`config.mk`:
```
export PLATFORM = sky130hd
export DESIGN_NAME = pixel_fifo_reader
export DESIGN_NICKNAME = d
export VERILOG_FILES = /design/src/rtl/pixel_fifo_reader.sv
export SDC_FILE = /design/constraint.sdc
export NUM_CORES = 1
export LEC_CHECK = 0
export BUFFER_PORTS_ARGS = -buffer_cell sky130_fd_sc_hd__buf_2
export CAP_MARGIN = 20
export CORE_MARGIN = 2
export CORE_UTILIZATION = 30
export CTS_BUF_LIST = sky130_fd_sc_hd__clkbuf_16
export CTS_CLUSTER_DIAMETER = 200
export DETAILED_ROUTE_END_ITERATION = 8
export GPL_TIMING_DRIVEN = 1
export HOLD_SLACK_MARGIN = 0.15
export PLACE_DENSITY = 0.59
export SLEW_MARGIN = 15
export SYNTH_ARGS = -nofsm -noshare
export SYNTH_HDL_FRONTEND = slang
export SYNTH_SLANG_ARGS = --single-unit
```
`constraint.sdc`:
```
create_clock -name clk -period 6.56 [get_ports clk]
set_clock_uncertainty 0.15 [all_clocks]
set_input_delay 1.312 -clock clk [delete_from_list [all_inputs] [get_ports clk]]
set_output_delay 1.312 -clock clk [all_outputs]
set_load 0.01 [all_outputs]
```
`src/rtl/pixel_fifo_reader.sv`:
```
// rtl/pixel_fifo_reader.sv - rasterizer pixel FIFO consumer writing pixels to framebuffer SRAM
//
// Pops 96-bit pixel packets, decodes x/y/RGB666 and writes each pixel to
// framebuffer address y*H_RES+x over a req/ack handshake. Emits frame_done
// once the rasterizer is idle and every queued pixel has been retired.
// Build option: PIXEL_BOUNDS_CHECK_EN drops off-screen packets and adds clip_count.
//
// Ports:
//   clk, rst           clock; synchronous active-high reset
//   rd_data, empty     FIFO read data (valid the cycle after rd_en), FIFO empty flag
//   rd_en              FIFO pop strobe
//   raster_ready       rasterizer idle between triangles
//   fifo_ready         reader accepting packets
//   mem_req, mem_addr, mem_wdata, mem_ack   framebuffer write handshake
//   frame_done         single-cycle completion pulse
//   clip_count         dropped packet count (PIXEL_BOUNDS_CHECK_EN builds only)
//   pixel_count        pixels written since reset
module pixel_fifo_reader #(
  parameter int H_RES    = 640,
  parameter int V_RES    = 480,
  parameter int COL_LEN  = 10,
  parameter int LINE_LEN = 9,
  parameter int ADDR_W   = 19
) (
  input  logic              clk,
  input  logic              rst,
  input  logic [95:0]       rd_data,
  input  logic              empty,
  output logic              rd_en,
  input  logic              raster_ready,
  output logic              fifo_ready,
  output logic              mem_req,
  output logic [ADDR_W-1:0] mem_addr,
  output logic [17:0]       mem_wdata,
  input  logic              mem_ack,
  output logic              frame_done,
`ifdef PIXEL_BOUNDS_CHECK_EN
  output logic [15:0]       clip_count,
`endif
  output logic [31:0]       pixel_count
);

  typedef enum logic [1:0] {
    IDLE  = 2'd0,
    FETCH = 2'd1,
    WRITE = 2'd2
  } state_e;

  state_e              state_q, state_d;
  // FETCH takes two cycles: phase 0 captures rd_data, phase 1 forms the address.
  logic                fetch_phase_q, fetch_phase_d;
  logic [COL_LEN-1:0]  x_q, x_d;
  logic [LINE_LEN-1:0] y_q, y_d;
  logic [17:0]         rgb_q, rgb_d;
  logic                mem_req_q, mem_req_d;
  logic [ADDR_W-1:0]   mem_addr_q, mem_addr_d;
  logic [17:0]         mem_wdata_q, mem_wdata_d;
  logic [31:0]         pixel_count_q, pixel_count_d;
  logic                pending_q, pending_d;
  logic                fifo_ready_q;
`ifdef PIXEL_BOUNDS_CHECK_EN
  logic [15:0]         clip_count_q, clip_count_d;
`endif

  logic [31:0]         addr_full;
  logic                in_bounds;
  logic                unused_bits;

  assign addr_full = 32'(y_q) * 32'(H_RES) + 32'(x_q);

`ifdef PIXEL_BOUNDS_CHECK_EN
  assign in_bounds = (32'(x_q) < 32'(H_RES)) && (32'(y_q) < 32'(V_RES));
`else
  assign in_bounds = 1'b1;
`endif

  // Packet bits outside the decoded fields and the address bits above ADDR_W.
  assign unused_bits = ^{rd_data[95:89], rd_data[79:74], rd_data[63:56],
                         rd_data[49:48], rd_data[41:40], rd_data[33:0],
                         addr_full[31:ADDR_W], 32'(V_RES)};

  always_comb begin
    state_d       = state_q;
    fetch_phase_d = fetch_phase_q;
    x_d           = x_q;
    y_d           = y_q;
    rgb_d         = rgb_q;
    mem_req_d     = mem_req_q;
    mem_addr_d    = mem_addr_q;
    mem_wdata_d   = mem_wdata_q;
    pixel_count_d = pixel_count_q;
    pending_d     = pending_q;
`ifdef PIXEL_BOUNDS_CHECK_EN
    clip_count_d  = clip_count_q;
`endif
    rd_en         = 1'b0;
    frame_done    = 1'b0;

    // rd_en and frame_done are combinational, so hold them low while in reset.
    if (!rst) begin
      case (state_q)
        IDLE: begin
          if (!empty) begin
            // A pop takes priority over a simultaneous frame_done condition.
            rd_en         = 1'b1;
            fetch_phase_d = 1'b0;
            state_d       = FETCH;
          end else if (raster_ready && pending_q) begin
            frame_done = 1'b1;
            pending_d  = 1'b0;
          end
        end

        FETCH: begin
          if (!fetch_phase_q) begin
            x_d           = rd_data[64 +: COL_LEN];
            y_d           = rd_data[80 +: LINE_LEN];
            rgb_d         = {rd_data[55:50], rd_data[47:42], rd_data[39:34]};
            fetch_phase_d = 1'b1;
          end else begin
            fetch_phase_d = 1'b0;
            if (in_bounds) begin
              mem_addr_d  = addr_full[ADDR_W-1:0];
              mem_wdata_d = rgb_q;
              mem_req_d   = 1'b1;
              state_d     = WRITE;
            end else begin
`ifdef PIXEL_BOUNDS_CHECK_EN
              clip_count_d = clip_count_q + 16'd1;
`endif
              state_d = IDLE;
            end
          end
        end

        WRITE: begin
          if (mem_ack) begin
            mem_req_d     = 1'b0;
            pixel_count_d = pixel_count_q + 32'd1;
            pending_d     = 1'b1;
            state_d       = IDLE;
          end
        end

        default: begin
          mem_req_d = 1'b0;
          state_d   = IDLE;
        end
      endcase
    end
  end

  always_ff @(posedge clk) begin
    if (rst) begin
      state_q       <= IDLE;
      fetch_phase_q <= 1'b0;
      x_q           <= '0;
      y_q           <= '0;
      rgb_q         <= '0;
      mem_req_q     <= 1'b0;
      mem_addr_q    <= '0;
      mem_wdata_q   <= '0;
      pixel_count_q <= '0;
      pending_q     <= 1'b0;
      fifo_ready_q  <= 1'b0;
`ifdef PIXEL_BOUNDS_CHECK_EN
      clip_count_q  <= '0;
`endif
    end else begin
      state_q       <= state_d;
      fetch_phase_q <= fetch_phase_d;
      x_q           <= x_d;
      y_q           <= y_d;
      rgb_q         <= rgb_d;
      mem_req_q     <= mem_req_d;
      mem_addr_q    <= mem_addr_d;
      mem_wdata_q   <= mem_wdata_d;
      pixel_count_q <= pixel_count_d;
      pending_q     <= pending_d;
      fifo_ready_q  <= 1'b1;
`ifdef PIXEL_BOUNDS_CHECK_EN
      clip_count_q  <= clip_count_d;
`endif
    end
  end

  assign fifo_ready  = fifo_ready_q;
  assign mem_req     = mem_req_q;
  assign mem_addr    = mem_addr_q;
  assign mem_wdata   = mem_wdata_q;
  assign pixel_count = pixel_count_q;
`ifdef PIXEL_BOUNDS_CHECK_EN
  assign clip_count  = clip_count_q;
`endif

endmodule

```
==> impl_metrics.json, run 1 <==
{
  "hp-class": "flop to flop",
  "crit_type": "input pin to primary output",
  "vdd_drop_max_uv": 221,
  "hold_buffers": 0,
  "cts_buffer_depth": 2,
  "min_from": "mem_addr[10]",
  "slew_violations": 0,
  "dp_hpwl_um": 7990,
  "crit_fanout": 2,
  "slew_headroom": 0.334,
  "ys_ff_latch": 112,
  "yosys_most_used_dff": "dfxtp_1",
  "ys_seq_area_frac": 0.454,
  "clkPwrFrac": 0.365,
  "place_ws_ns": 2.97,
  "fillerInstances": 1760,
  "synth_top_area_share": 0.454,
  "grt_first_pass_wirelength_um": 19500,
  "internal_power_mw": 1.03,
  "initialDrtViolationCount": 154,
  "insertion_delay_ns": 0.35,
  "areaGrowthSynthToFinish_pct": 20.2,
  "ctsHtreeMaxLevel": 3,
  "min_period_over_period": 0.551,
  "ys_types": 53,
  "synthCells": 588,
  "globalplace.congestion": 0.778,
  "reg2reg_from": "y_q[1]",
  "post_cts_resized": 0,
  "period_minus_slack_ns": 3.62,
  "grt_max_degree": 93,
  "comb_power_share": 0.121,
  "leakage_nw": 2.49,
  "crit_arrival_ns": 2.15,
  "p_sw_mw": 0.379,
  "syn-mean-instance-area_sq_um": 8.39,
  "viasPerCell": 4.54,
  "yosys_warnings": 0,
  "yosysMostFrequentCell": "nand2_1",
  "startpoint_type": "input pin",
  "die_y_um": 132,
  "status": "finished, final reports clean",
  "worst_slew_pin_slew_ns": 0.999,
  "rows": 46,
  "fmax_mhz": 276,
  "ant_nets": 0,
  "cts_buffers": 9,
  "rsz0062_at_grt": "false",
  "synth-edff-count": 0,
  "ioPinCount": 174,
  "die_x_um": 132,
  "finalHoldViolations": 0,
  "start_util": 0.308,
  "worst-r2r-setup-slack_ns": 3.61,
  "drc": 0,
  "cts_sinks": 112,
  "wl_um": 11800,
  "startpoint": "empty",
  "nNetsFinal": 806,
  "setup_ws_ns": 2.94,
  "core_area_sq_mm": 0.0160,
  "dieArea_sq_mm": 0.0175,
  "syn_nets": 709,
  "globalRouteTotalUtil": 0.138,
  "num_vias": 4113,
  "drive_gt1_frac": 0.217,
  "cts_tree": "done",
  "synth_commonest_cells": "nand2_1 (149), dfxtp_1 (112), a21oi_1 (76)",
  "synth_area_leader_cell": "dfxtp_1",
  "antenna_cells": 0,
  "dpl_cell_area_sq_mm": 0.00566,
  "path_clk_slew_ns": 0.07,
  "power_density_mw_per_mm2": 237,
  "cts_setup_buffers": 0,
  "seqPwrFrac": 0.514,
  "required_ns": 5.10,
  "first_pass_iters": 4,
  "end_kind": "primary output",
  "wl_per_cell_um": 13.0,
  "synth_area_leaders": "dfxtp_1 (45%), nand2_1 (11%), a21oi_1 (7.7%)",
  "switching_share": 0.269,
  "antenna_found_initial": 1,
  "maxCapViolations": 0,
  "grt_pass1_vias": 3877,
  "cts_root_buf": "clkbuf_16",
  "setup_viol": 0,
  "async_flop_share": 0,
  "portBuffers": 114,
  "netlist_area_sq_mm": 0.00493,
  "grt_overflow_total": 0,
  "fin_tns_setup_ns": 0,
  "postLayoutCellArea_sq_mm": 0.00593
}
cell type report:
class / count / area, sq um / area share
tap: 216 / 270 / 0.0456
clock buffer: 9 / 225 / 0.0380
multi-input combinational: 434 / 2510 / 0.423
timing repair buffer: 118 / 603 / 0.102
inverter: 10 / 37.5 / 0.00633
sequential: 112 / 2240 / 0.378
clock inverter: 7 / 47.5 / 0.00801
logic make-up after synthesis:
kind of cell | share of synthesized area
and+or+nand+nor | 0.256
DFF | 0.454
AOI/OAI and AO/OA | 0.128
buffers and inverters | 0.0385
xor gates and xnor gates | 0.0657
adders and majority gates | 0.0538
muxes | 0.00406
cell usage in the layout, fill, tap and decap left out, drive strengths merged, types with 10 or more instances in the layout:
| cell type | synthesis | routed |
|---|---|---|
| nand2 | 150 | 150 |
| buf | 6 | 118 |
| dfxtp | 112 | 112 |
| a21oi | 76 | 76 |
| nor2 | 48 | 48 |
| xnor2 | 19 | 19 |
| xor2 | 18 | 18 |
| ha | 18 | 18 |
| nand3 | 16 | 16 |
| inv | 10 | 13 |
| nor3 | 12 | 12 |
| and3 | 10 | 10 |
registers in the layout (all words and copies together) (netlist names):
name,cells
fetch_phase_q,1
fifo_ready,1
mem_addr,19
mem_req,1
mem_wdata,18
pending_q,1
pixel_count,32
rgb_q,18
state_q,2
x_q,10
y_q,9
worst max-delay path: stages:
cell	delay, ns
buf_2	0.08
nor2b_1	0.17
nand2_1	0.09
nor4b_1	0.30
buf_2	0.20
worst paths after layout:
kind	end	cells past startpoint
setup / recovery	frame_done	5
hold / removal	mem_addr[10]	2
setup reg to reg	mem_addr[16]	8
hold reg to reg	mem_addr[10]	2
metrics by stage:
step / hold WS, ns / power, mW / std cells / utilization
floorplan: 0.282 / 0.860 / 588 / -
global placement: 0.289 / 0.911 / 890 / 0.354
detailed placement: 0.294 / 0.913 / 890 / 0.354
CTS: 0.307 / 1.43 / 906 / 0.371
global route: 0.321 / 1.48 / 906 / 0.371
finish: 0.302 / 1.41 / 906 / 0.371
power by group through the flow:
| stage | Sequential (mW) | Clock (mW) | Combinational (mW) |
|---|---|---|---|
| after CTS | 0.723 | 0.534 | 0.175 |
| after floorplan | 0.737 | 0 | 0.123 |
| after global routing | 0.727 | 0.561 | 0.196 |
| after global placement | 0.738 | 0 | 0.173 |
| final | 0.723 | 0.514 | 0.170 |
| after detailed placement | 0.739 | 0 | 0.174 |
layer usage:
layer,global-route usage,routed length [um]
met1,0.181,5780
met3,0.0538,819
met4,0.0376,141
met2,0.210,5030
met5,0,12
(Power assumes the default switching activity.)
==> run 2: changes to the inputs <==
- clock period: 6.56 -> 3.7 ns (I/O delays scaled with it)
==> impl_metrics.json, run 2 (synthesis gave the netlist of run 1 again) <==
{
  "status": "finished, final reports clean",
  "dieArea_sq_mm": 0.0175,
  "fmax_mhz": 345,
  "nNetsFinal": 806,
  "wl_per_cell_um": 13.1,
  "whs_path_depth": 2,
  "startpoint_type": "flop",
  "min_period_over_period": 0.784,
  "post_cts_resized": 0,
  "required_ns": 3.78,
  "grt_overflow_total": 0,
  "setup_viol": 0,
  "slew_violations": 0,
  "drive_gt1_frac": 0.214,
  "leakage_nw": 2.48,
  "ioPinCount": 174,
  "path_clk_slew_ns": 0.08,
  "ant_nets": 0,
  "largest_reg_flops": 32,
  "drc": 0,
  "layout_common_cells": "nand2_1 (149), buf_2 (113), dfxtp_1 (112), a21oi_1 (76), nor2_1 (48)",
  "cts_sinks": 112,
  "grt_max_degree": 104,
  "setup_ws_ns": 0.799,
  "cts_setup_buffers": 0,
  "crit_type": "flop to flop",
  "num_vias": 4160,
  "final_cells": 906,
  "portBuffers": 114,
  "first_pass_iters": 4,
  "start_util": 0.308,
  "core_area_sq_mm": 0.0160,
  "mostFrequentLayoutCell": "nand2_1",
  "fin_tns_setup_ns": 0,
  "die_x_um": 132,
  "cts_root_buf": "clkbuf_16",
  "crit_fanout": 4,
  "initialDrtViolationCount": 178,
  "utilization": 0.371,
  "power_density_mw_per_mm2": 421,
  "cts_buffers": 9,
  "rows": 46,
  "hold_slack_ns": 0.298,
  "cts_tree": "done",
  "ctsHtreeMaxLevel": 3,
  "grt_pass1_vias": 3884,
  "dp.cells": 890,
  "hold_buffers": 0,
  "die_y_um": 132,
  "viasPerCell": 4.59,
  "grt_first_pass_wirelength_um": 19900,
  "antenna_found_initial": 2,
  "antenna_cells": 0,
  "ff2ff_path_depth": 7,
  "finalHoldViolations": 0,
  "maxCapViolations": 0,
  "wl_um": 11900,
  "worst_slew_pin_slew_ns": 1.11,
  "dp_hpwl_um": 7980,
  "vdd_drop_max_uv": 244,
  "crit_arrival_ns": 2.98,
  "end_kind": "flop",
  "hp-class": "flop to flop",
  "slew_headroom": 0.262,
  "areaGrowthSynthToFinish_pct": 20.2,
  "globalRouteTotalUtil": 0.140,
  "place_ws_ns": 0.824,
  "cts_buffer_depth": 2,
  "period_minus_slack_ns": 2.90,
  "rsz0062_at_grt": "false",
  "globalplace.congestion": 0.777,
  "insertion_delay_ns": 0.35
}
-- run 2: through the flow --
step	instance area, sq um	total power, mW
3_5_place_dp	5660	1.62
5_1_grt	5930	2.64
6_report	5930	2.49
2_1_floorplan	4930	1.52
3_3_place_gp	5660	1.62
4_1_cts	5930	2.55
-- run 2: per-layer routing --
layer | vias up | share of wire | global-route usage
li1 | 2171 | - | -
met4 | 2 | 0.014 | 0.0448
met3 | 16 | 0.069 | 0.0477
met2 | 100 | 0.43 | 0.216
met5 | - | 0.0011 | 0
met1 | 1871 | 0.49 | 0.183
-- run 2: worst max-delay path, stage by stage (launching register included) --
cell,delay (ns)
dfxtp_1,0.35
ha_1,0.30
ha_1,0.24
fa_1,0.42
xor2_1,0.26
nor3b_1,0.47
nand4_1,0.21
a2111oi_1,0.38
-- run 2: final timing paths --
kind	from	end	slack, ns
max	y_q[1]	mem_addr[16]	0.80
min	x_q[0]	mem_addr[0]	0.30
max reg2reg	y_q[1]	mem_addr[16]	0.80
min reg2reg	x_q[0]	mem_addr[0]	0.30
-- run 2: final cells by class --
class / count / area (sq um)
clock inverter: 7 / 45.0
clock buffer: 9 / 225
inverter: 10 / 37.5
sequential: 112 / 2240
timing repair buffer: 118 / 603
fill: 1730 / 10100
tap: 216 / 270
multi-input combinational: 434 / 2510
-- run 2: report_power, final --
part	switching (mW)	total (mW)	internal, mW
Combinational	0.191	0.303	0.113
Clock	0.452	0.910	0.458
Sequential	0.0287	1.28	1.25
Total	0.671	2.49	1.82
